<file path="src/rtl/bless_inject_ctrl.sv">
// ---------------------------------------------------------------------------
// bless_inject_ctrl
//
// Local-port injection controller for the bufferless BLESS router. Core flits
// are queued in a small FIFO. The head flit is offered to the router's local
// input only in cycles where the four network inputs leave an output free.
// The 8-bit TIME field is stamped so that all flits of one packet share the
// age of their head flit (FLITID 0).
//
// Flit layout (MSB..LSB): {PKTID 6, FLITID 2, TIME 8, POS_X 4, POS_Y 4, DATA}
//
// Build option:
//   BLESS_THROTTLE_EN - when defined, each injection is followed by INJ_GAP
//                       idle cycles (HOLD state). When undefined, HOLD is
//                       never entered and the gap counter does not exist.
//
// Ports:
//   clk        in   clock
//   reset      in   asynchronous, active-high reset
//   coreFlit   in   flit from core (all-zero words are dropped)
//   coreValid  in   coreFlit valid
//   coreReady  out  FIFO can accept a flit
//   dinW/E/S/N in   router network inputs, as sampled by the router
//   dinLocal   out  stamped head flit when injecting, else zero
//   injFire    out  a flit is on dinLocal this cycle
//   starve     out  head flit blocked for STARVE_LIMIT cycles
//   fifoCount  out  queue occupancy
// ---------------------------------------------------------------------------

`ifndef WIDTH_DATA
`define WIDTH_DATA 32
`endif
`ifndef WIDTH_PORT
`define WIDTH_PORT (`WIDTH_DATA + 24)
`endif

module bless_inject_ctrl #(
    parameter int WIDTH_PORT   = `WIDTH_PORT,
    parameter int FIFO_DEPTH   = 4,   // power of 2, at least 2
    parameter int STARVE_LIMIT = 16,
    parameter int INJ_GAP      = 2
) (
    input  logic                          clk,
    input  logic                          reset,
    input  logic [WIDTH_PORT-1:0]         coreFlit,
    input  logic                          coreValid,
    output logic                          coreReady,
    input  logic [WIDTH_PORT-1:0]         dinW,
    input  logic [WIDTH_PORT-1:0]         dinE,
    input  logic [WIDTH_PORT-1:0]         dinS,
    input  logic [WIDTH_PORT-1:0]         dinN,
    output logic [WIDTH_PORT-1:0]         dinLocal,
    output logic                          injFire,
    output logic                          starve,
    output logic [$clog2(FIFO_DEPTH):0]   fifoCount
);

    localparam int WD        = WIDTH_PORT - 24;
    localparam int TIME_LO   = WD + 8;
    localparam int FLITID_LO = WD + 16;
    localparam int AW        = (FIFO_DEPTH > 1) ? $clog2(FIFO_DEPTH) : 1;
    localparam int CW        = $clog2(FIFO_DEPTH) + 1;
    localparam int BW        = $clog2(STARVE_LIMIT + 1);

    typedef enum logic [1:0] {
        ST_EMPTY,
        ST_WAIT,
        ST_HOLD
    } state_t;

    state_t                state_q, state_d;
    logic [WIDTH_PORT-1:0] mem_q [FIFO_DEPTH];
    logic [AW-1:0]         wr_ptr_q, rd_ptr_q;
    logic [CW-1:0]         count_q, count_d;
    logic [7:0]            tstamp_q;
    logic [7:0]            pkt_stamp_q;
    logic [BW-1:0]         block_cnt_q, block_cnt_d;

    logic                  push, pop, elig;
    logic                  head_present, head_is_first, net_full;
    logic [WIDTH_PORT-1:0] head, stamped;

    // occ == 4 is the same as every network input carrying a flit.
    assign net_full      = (|dinW) & (|dinE) & (|dinS) & (|dinN);
    assign head_present  = (count_q != '0);
    assign head          = mem_q[rd_ptr_q];
    assign head_is_first = (head[FLITID_LO +: 2] == 2'd0);

    assign coreReady = (count_q != CW'(FIFO_DEPTH));
    // Zero words are idle slots on the router, so they are never queued.
    assign push      = coreValid & coreReady & (|coreFlit);
    assign elig      = head_present & ~net_full & (state_q != ST_HOLD);
    assign pop       = elig;

    assign dinLocal  = elig ? stamped : '0;
    assign injFire   = elig;
    assign starve    = (block_cnt_q == BW'(STARVE_LIMIT));
    assign fifoCount = count_q;

    // Body flits reuse the stamp of their packet's head flit so that the
    // whole packet competes with a single age.
    always_comb begin
        // NOTE: every always_comb output gets a default first so no latch is inferred.
        stamped = head;
        if (head_is_first) begin
            stamped[TIME_LO +: 8] = tstamp_q;
        end else begin
            stamped[TIME_LO +: 8] = pkt_stamp_q;
        end
    end

    always_comb begin
        count_d = count_q;
        case ({push, pop})
            2'b10:   count_d = count_q + 1'b1;
            2'b01:   count_d = count_q - 1'b1;
            default: count_d = count_q;
        endcase
    end

    always_comb begin
        block_cnt_d = block_cnt_q;
        if (pop) begin
            block_cnt_d = '0;
        end else if ((state_q == ST_WAIT) && net_full &&
                     (block_cnt_q != BW'(STARVE_LIMIT))) begin
            block_cnt_d = block_cnt_q + 1'b1;
        end
    end

`ifdef BLESS_THROTTLE_EN
    localparam int GW = (INJ_GAP > 1) ? $clog2(INJ_GAP) : 1;

    logic [GW-1:0] gap_cnt_q, gap_cnt_d;
    logic          gap_done;

    // Counts HOLD cycles; it is zero whenever HOLD is entered because the
    // entering injection always happens from WAIT.
    assign gap_cnt_d = (state_q == ST_HOLD) ? gap_cnt_q + 1'b1 : '0;
    assign gap_done  = (gap_cnt_q == GW'(INJ_GAP - 1));

    always_ff @(posedge clk or posedge reset) begin
        if (reset) begin
            gap_cnt_q <= '0;
        end else begin
            gap_cnt_q <= gap_cnt_d;
        end
    end
`else
    logic unused_inj_gap;
    assign unused_inj_gap = (INJ_GAP != 0);
`endif

    always_comb begin
        state_d = state_q;
        case (state_q)
            ST_EMPTY: begin
                if (push) state_d = ST_WAIT;
            end
            ST_WAIT: begin
                if (pop) begin
`ifdef BLESS_THROTTLE_EN
                    if (INJ_GAP > 0) begin
                        state_d = ST_HOLD;
                    end else begin
                        state_d = (count_d == '0) ? ST_EMPTY : ST_WAIT;
                    end
`else
                    state_d = (count_d == '0) ? ST_EMPTY : ST_WAIT;
`endif
                end
            end
            ST_HOLD: begin
`ifdef BLESS_THROTTLE_EN
                if (gap_done) begin
                    state_d = (count_d == '0) ? ST_EMPTY : ST_WAIT;
                end
`else
                state_d = (count_d == '0) ? ST_EMPTY : ST_WAIT;
`endif
            end
            default: state_d = ST_EMPTY;
        endcase
    end

    // NOTE: queue storage has no reset; the pointers and count define which
    // entries are valid, so a flush only needs to clear those.
    always_ff @(posedge clk) begin
        if (push) mem_q[wr_ptr_q] <= coreFlit;
    end

    always_ff @(posedge clk or posedge reset) begin
        // NOTE: state updates use non-blocking assignments so all registers
        // see the same pre-edge values.
        if (reset) begin
            state_q     <= ST_EMPTY;
            count_q     <= '0;
            wr_ptr_q    <= '0;
            rd_ptr_q    <= '0;
            tstamp_q    <= '0;
            pkt_stamp_q <= '0;
            block_cnt_q <= '0;
        end else begin
            state_q     <= state_d;
            count_q     <= count_d;
            tstamp_q    <= tstamp_q + 8'd1;
            block_cnt_q <= block_cnt_d;
            if (push) wr_ptr_q <= wr_ptr_q + 1'b1;
            if (pop)  rd_ptr_q <= rd_ptr_q + 1'b1;
            if (pop && head_is_first) pkt_stamp_q <= tstamp_q;
        end
    end

endmodule

</file>
<file path="config.mk">
export PLATFORM = sky130hd
export DESIGN_NAME = bless_inject_ctrl
export DESIGN_NICKNAME = d
export VERILOG_FILES = /design/src/rtl/bless_inject_ctrl.sv
export SDC_FILE = /design/constraint.sdc
export NUM_CORES = 1
export LEC_CHECK = 0
export CORE_MARGIN = 1
export CORE_UTILIZATION = 40
export DETAILED_ROUTE_END_ITERATION = 8
export GPL_TIMING_DRIVEN = 0
export PLACE_DENSITY_LB_ADDON = 0.12
export SYNTH_ARGS = -nofsm -noshare
export SYNTH_HDL_FRONTEND = slang
export SYNTH_SLANG_ARGS = --single-unit
</file>
<file path="constraint.sdc">
create_clock -name clk -period 2.6 [get_ports clk]
set_clock_uncertainty 0.2 [all_clocks]
set_input_delay 0.52 -clock clk [delete_from_list [all_inputs] [get_ports clk]]
set_output_delay 0.52 -clock clk [all_outputs]
set_load 0.05 [all_outputs]
</file>
* Word-level counts from Yosys, hierarchy flattened
Memory sizes are Yosys's and may differ from the RTL's.
Index checks and enable logic that the tools add are counted.
Widths: inputs -> output; s select.
** Word-level totals
- Output and inout port bits :: 62
- Logic and storage cells :: 57
- Flip-flop bits (word level) :: 30
- Input bits :: 283
- Memories :: 1
- Memory bits (writable) :: 224
** Cells by class
- $add $sub $neg :: 6
- Reduce and logical (&&, ||, !) cells :: 14
- Equal/unequal tests :: 10
- Mux-type cells :: 11
- Bitwise operators :: 8
** Memory list
- mem_q :: words 4, width 56, read ports 1, clocked after memory_dff 0, write ports 1, RTL line 72 : logic [WIDTH_PORT-1:0] mem_q [FIFO_DEPTH];
** Operator list (number)
- $reduce_or 56->1 :: 5
- $mux 56 :: 1
- $mux 5 :: 2
- $add 8x1->8 const B :: 1
- $mux 8 :: 1
- $and 1x1->1 :: 7
- $ne 2x2->1 const B :: 3
- $pmux 2 s3 :: 1
- $pmux 3 s2 :: 1
- $add 5x1->5 const B :: 1
- $eq 5x5->1 const B :: 1
- $ne 5x5->1 const B :: 1
- $add 2x1->2 const B :: 2
- $eq 2x1->1 const B :: 2
- $eq 2x2->1 const B :: 2
- $logic_not 2->1 :: 2
- $mux 2 :: 2
- $add 3x1->3 const B :: 1
- $logic_and 1x1->1 :: 3
- $logic_not 3->1 :: 1
- $mux 1 :: 3
- $ne 3x3->1 const B :: 1
- $reduce_bool 3->1 :: 1
- $sub 3x1->3 const B :: 1
- 3 further kinds :: 3

* Depth between registers and ports, before layout
- Word-level depth :: 13
- Mapped depth :: 11
- Depth with buffers taken out :: 11

* Worst setup path after synthesis
Ideal clock, no wire load.
- Path type :: register -> register
- Start point :: reg count_q[0] (netlist: fifoCount[0])
- End point :: mem mem_q[0][0] (netlist bit), enable pin
- Clock period less this slack :: 3.432 ns
- Required time :: 1.990 ns
- Arrival time :: 2.821 ns
- Buffers on the path :: 0
- Cell stages (with the launch flop) :: 6
- Setup time :: 0.410 ns
- Slack :: -0.832 ns
- Cell sequence :: dfrtp_1 -> nor2_1 -> nand2_1 -> nand2_1 -> nor2_1 -> and2_1
** On the way
- Word-level cells in the longest chain between the ends :: 5
** RTL lines
- start, declared :: RTL line 74 : logic [CW-1:0] count_q, count_d;
- start signal, assigned :: RTL line 205 : count_q <= count_d;
- $ne 3x3->1 :: RTL line 89 : assign coreReady = (count_q != CW'(FIFO_DEPTH));
- via coreReady :: RTL line 47 : output logic coreReady,
- $and 1x1->1 (2 in series) :: RTL line 91 : assign push = coreValid & coreReady & (|coreFlit);
- $mux 1 :: RTL line 189 : if (push) mem_q[wr_ptr_q] <= coreFlit;
- $mux 1 (implied by the code) :: RTL line 189
- end, declared :: RTL line 72
The timed path passes the listed nets, and every way through them passes these cells.

* Worst setup path in the final report
- Start point :: in dinS[46]
- End point :: out dinLocal[26]
** On the way
- Word-level cells in the longest chain between the ends :: 7
** RTL lines
- start, declared :: RTL line 50 : input logic [WIDTH_PORT-1:0] dinS,
- $reduce_or 56->1 :: RTL line 84 : assign net_full = (|dinW) & (|dinE) & (|dinS) & (|dinN);
- $and 1x1->1 (2 in series) :: RTL line 84
- $not 1->1 :: RTL line 92 : assign elig = head_present & ~net_full & (state_q != ST_HOLD);
- $and 1x1->1 (2 in series) :: RTL line 92
- $mux 56 :: RTL line 95 : assign dinLocal = elig ? stamped : '0;
- end, declared :: RTL line 52 : output logic [WIDTH_PORT-1:0] dinLocal,
No other way between the ends.

==> flow_results.org <==
** Routing
- Via count :: 7094
- DRT antenna net count :: 0
- Summed over all layers, the routed wires come to 35400 um.
- First-iteration detailed-routing DRC count :: 562
- Average wire length per cell after detail routing :: 27.2 um
- Detailed-route DRC error count :: 0
- The first detailed-routing pass ran for 5 iterations.
- Dividing the detail-routed via count by the number of cells gives 5.45.

** Hold path
- The startpoint identified for the worst hold timing path is coreFlit[54].
- The min-delay analysis places its worst path in the category primary input to register.

** Yosys
- Share of synthesized area spent on multiplexers :: 0.139
- Proportion of synthesized flip-flops having asynchronous set or reset :: 0.131
- The synthesized design contains 221 register bits.
- When the netlist entered floorplanning its net count stood at 830.
- The synthesized netlist occupies a cell area of 0.00939 mm2.
- The Yosys step of the flow raised 0 warnings.
- The biggest area contributor in the post-synthesis netlist is sky130_fd_sc_hd__edfxtp_1.
- Dominant combinational cell family by area after synthesis :: multiplexers
- Post-synthesis adder-cell area fraction :: 0.0128
- The fraction of the mapped netlist area in compound gates was 0.00800.
- The share of synthesized area in the top cell type comes to 0.614.
- Post-synth cell types :: 36
- Parity-gate share of the synthesized area counting xor and xnor cells :: 0.0112
- Post-synthesis share of cell area spent on and, or, nand and nor gates :: 0.124
- Number of flops mapped to enable cells by yosys :: 192
- The share of the Yosys chip area taken by registers is 0.691.
- Averaged over all synthesized cells, the footprint is 17.4 um2.
- For this run, the leading register cell type out of synthesis is sky130_fd_sc_hd__edfxtp_1.
- Yosys instantiated no cell more often than sky130_fd_sc_hd__edfxtp_1.
- Top area cells in the synthesized netlist :: sky130_fd_sc_hd__edfxtp_1, sky130_fd_sc_hd__mux4_2, sky130_fd_sc_hd__dfrtp_1
- Synthesis handed over a netlist of 538 instances.
- Cell types with the highest counts after synthesis :: sky130_fd_sc_hd__edfxtp_1, sky130_fd_sc_hd__nor4_1, sky130_fd_sc_hd__and2_1, sky130_fd_sc_hd__mux4_2, sky130_fd_sc_hd__dfrtp_1

** Placement
- Input and output buffers added on the ports amount to 344.
- Standard cell area after detailed placement :: 0.0135 mm2
- Placer's final routability congestion estimate :: 0.985
- Detailed Place HPWL :: 23300 um

** CTS
- CTS built an H-tree with a depth of 1.
- CTS tree :: done
- Counting every sink on the clock net gives 221.
- CTS clock-pin slew for the worst setup and hold paths :: 0.06 ns
- Number of buffers created by CTS :: 23
- Hold buffer count at cts :: 0
- In this run the deepest clock path goes through 3 buffers.
- Clock latency on the worst-skew pair :: 0.51 ns
- Cell chosen for the clock root :: sky130_fd_sc_hd__clkbuf_16

** Floorplan
- Area enclosed by the die boundary :: 0.0241 mm2
- Effective utilization at floorplan :: 0.411
- Number of I/O pins :: 345
- Overall die width :: 155 um
- Measured along the y axis, the die boundary spans 155 um.
- In this run the core area contains 55 standard-cell rows.
- Core region area :: 0.0228 mm2

** Global routing
- The first global-routing pass estimated 48900 um of wire.
- For this run, the total global-route usage over all layers was measured as 0.286.
- Gr ovfl total :: 0
- Number of antenna violations at the first check in global routing :: 16
- Entering global routing, the biggest net connects 30 pins.
- The via count of the first global-routing pass is 7502.

** Timing
- Setup violations remaining at the end of the flow were counted as 60.
- Worst-margin pin slew :: 1.12 ns
- Fin. Hold Viols :: 0
- Minimum period implied by the final worst setup slack :: 3.31 ns
- Count of final max-slew check failures :: 0
- Fraction of the cycle the final worst path needs :: 1.27
- Max-Slew Margin vs Limit :: 0.250
- Across all hold checks on the routed design, the worst slack comes to 0.131 ns.
- After layout, the worst setup slack is -0.706 ns.
- F_max :: 302 MHz
- Unrepaired setup endpoints after global routing :: yes

** Setup path
- Critical Path Sink Type :: output pin
- Required arrival time at the worst endpoint :: 1.88 ns
- In this run the worst path has a maximum fanout of 5.
- Setup CP Type :: primary input to output pin
- STA puts the critical path data arrival time at 2.59 ns.
- Timing startpoint of the critical path :: dinS[46]
- The startpoint identified for the worst register-to-register timing path is fifoCount[2].
- STA classifies the critical path startpoint as a primary input.

** Cells and area
- After routing the design area is 0.0155 mm2.
- For this run, the share of the core covered by cells in the final layout is 0.676.
- Area growth syn-to-layout :: 64.6%
- At the end of the flow, the number of nets in the layout was 1253.
- Of the cells placed in the final design, the portion with a size suffix greater than 1 is 0.432.

** Run status
- The flow ran to the end, but the final reports show violations.
- The final reports fail on setup timing.

** Flow run
- The tool flagged a number of max-cap violations equal to 0.

** Power
- Pwr/cell area :: 648 mW/mm2
- IR analysis of the VDD net gives a maximum drop of 0.000644 V.
- Summed over all cells, the static leakage comes to 5.68 nW.
power breakdown:
group | switching, mW | internal, mW | leakage (nW)
clock network | 1.31 | 1.64 | 0.323
registers | 0.247 | 4.60 | 2.12
logic | 1.30 | 0.923 | 3.23
kinds of logic (layout without fill, tap and decap cells):
family,Yosys count,count (layout)
adder cells (fa/ha/maj),9,9
AND/OR/NAND/NOR,192,220
other,0,12
flip-flops,221,221
AO/OA/AOI/OAI,11,12
multiplexers,66,66
XOR/XNOR,12,12
buffers and inverters,27,436
cell usage in the layout (no fill, tap or decap), types with 9 or more instances in the layout:
cell,n
sky130_fd_sc_hd__mux2_4,9
sky130_fd_sc_hd__diode_2,12
sky130_fd_sc_hd__nand4_1,17
sky130_fd_sc_hd__buf_2,18
sky130_fd_sc_hd__clkbuf_1,9
sky130_fd_sc_hd__clkdlybuf4s15_1,48
sky130_fd_sc_hd__dfrtp_1,27
sky130_fd_sc_hd__clkdlybuf4s15_2,10
sky130_fd_sc_hd__buf_4,13
sky130_fd_sc_hd__clkbuf_2,36
sky130_fd_sc_hd__buf_8,39
sky130_fd_sc_hd__and2_4,81
sky130_fd_sc_hd__dlygate4sd2_1,122
sky130_fd_sc_hd__buf_12,19
sky130_fd_sc_hd__edfxtp_1,192
sky130_fd_sc_hd__clkbuf_16,27
sky130_fd_sc_hd__mux4_2,48
sky130_fd_sc_hd__buf_6,19
sky130_fd_sc_hd__nor4_2,47
sky130_fd_sc_hd__nand2_1,14
sky130_fd_sc_hd__nor4_1,9
sky130_fd_sc_hd__clkdlybuf4s50_1,52
sky130_fd_sc_hd__nor4_4,20
state kept, by name (all words and copies together) (netlist names):
signal       count
wr_ptr_q         2
mem_q          192
tstamp_q         8
state_q          1
rd_ptr_q         2
pkt_stamp_q      8
block_cnt_q      5
fifoCount        3
routing by layer:
layer  routed length, um  GRT usage
met1               13000      0.335
met2               17900      0.478
met3                3040     0.0967
met4                1430      0.128
met5                  57          0
worst paths after layout:
check,depth (start not counted),slack [ns],endpoint
max reg2reg,10,-0.30,state_q[0]
max in group asynchronous,2,1.05,fifoCount[0]
min in group asynchronous,2,0.40,block_cnt_q[0]
min,1,0.13,mem_q[2][54]
min reg2reg,1,0.31,pkt_stamp_q[1]
max,10,-0.71,dinLocal[26]
stage by stage:
stage	setup TNS, ns	cells	worst slack [ns]	total power, mW
after global placement	-438.81	1195	-2.93	6.58
after floorplan	-9.47	538	-0.387	5.72
after detailed placement	-438.56	1195	-2.86	6.68
after CTS	-35.38	1276	-0.660	9.81
after global routing	-38.11	1299	-0.684	10.4
final	-37.91	1301	-0.706	10.0
repair_timing:
action	4_1_cts	5_1_grt
gates resized for setup	910	156
pin swaps	103	35
endpoints found under the setup margin	273	263
setup buffers	25	1
cloned	18	16
layout make-up:
type	count	area [um2]
Clock buffer	31	606
Buffer	17	203
Inverter	8	30.0
Antenna cell	12	30.0
Fill cell	1609	7400
Clock inverter	9	58.8
Timing Repair Buffer	371	3720
Sequential cell	221	6490
Tap cell	313	392
Multi-Input combinational cell	319	3920
worst max-delay path: stages:
cell                       delay, ns
sky130_fd_sc_hd__buf_6          0.09
sky130_fd_sc_hd__nor4_4         0.43
sky130_fd_sc_hd__nand4_1        0.36
sky130_fd_sc_hd__nor4_4         0.24
sky130_fd_sc_hd__buf_6          0.16
sky130_fd_sc_hd__o41a_4         0.20
sky130_fd_sc_hd__buf_12         0.13
sky130_fd_sc_hd__clkbuf_8       0.14
sky130_fd_sc_hd__and2_4         0.15
sky130_fd_sc_hd__buf_8          0.14
Power figures use the tool's default switching activity.
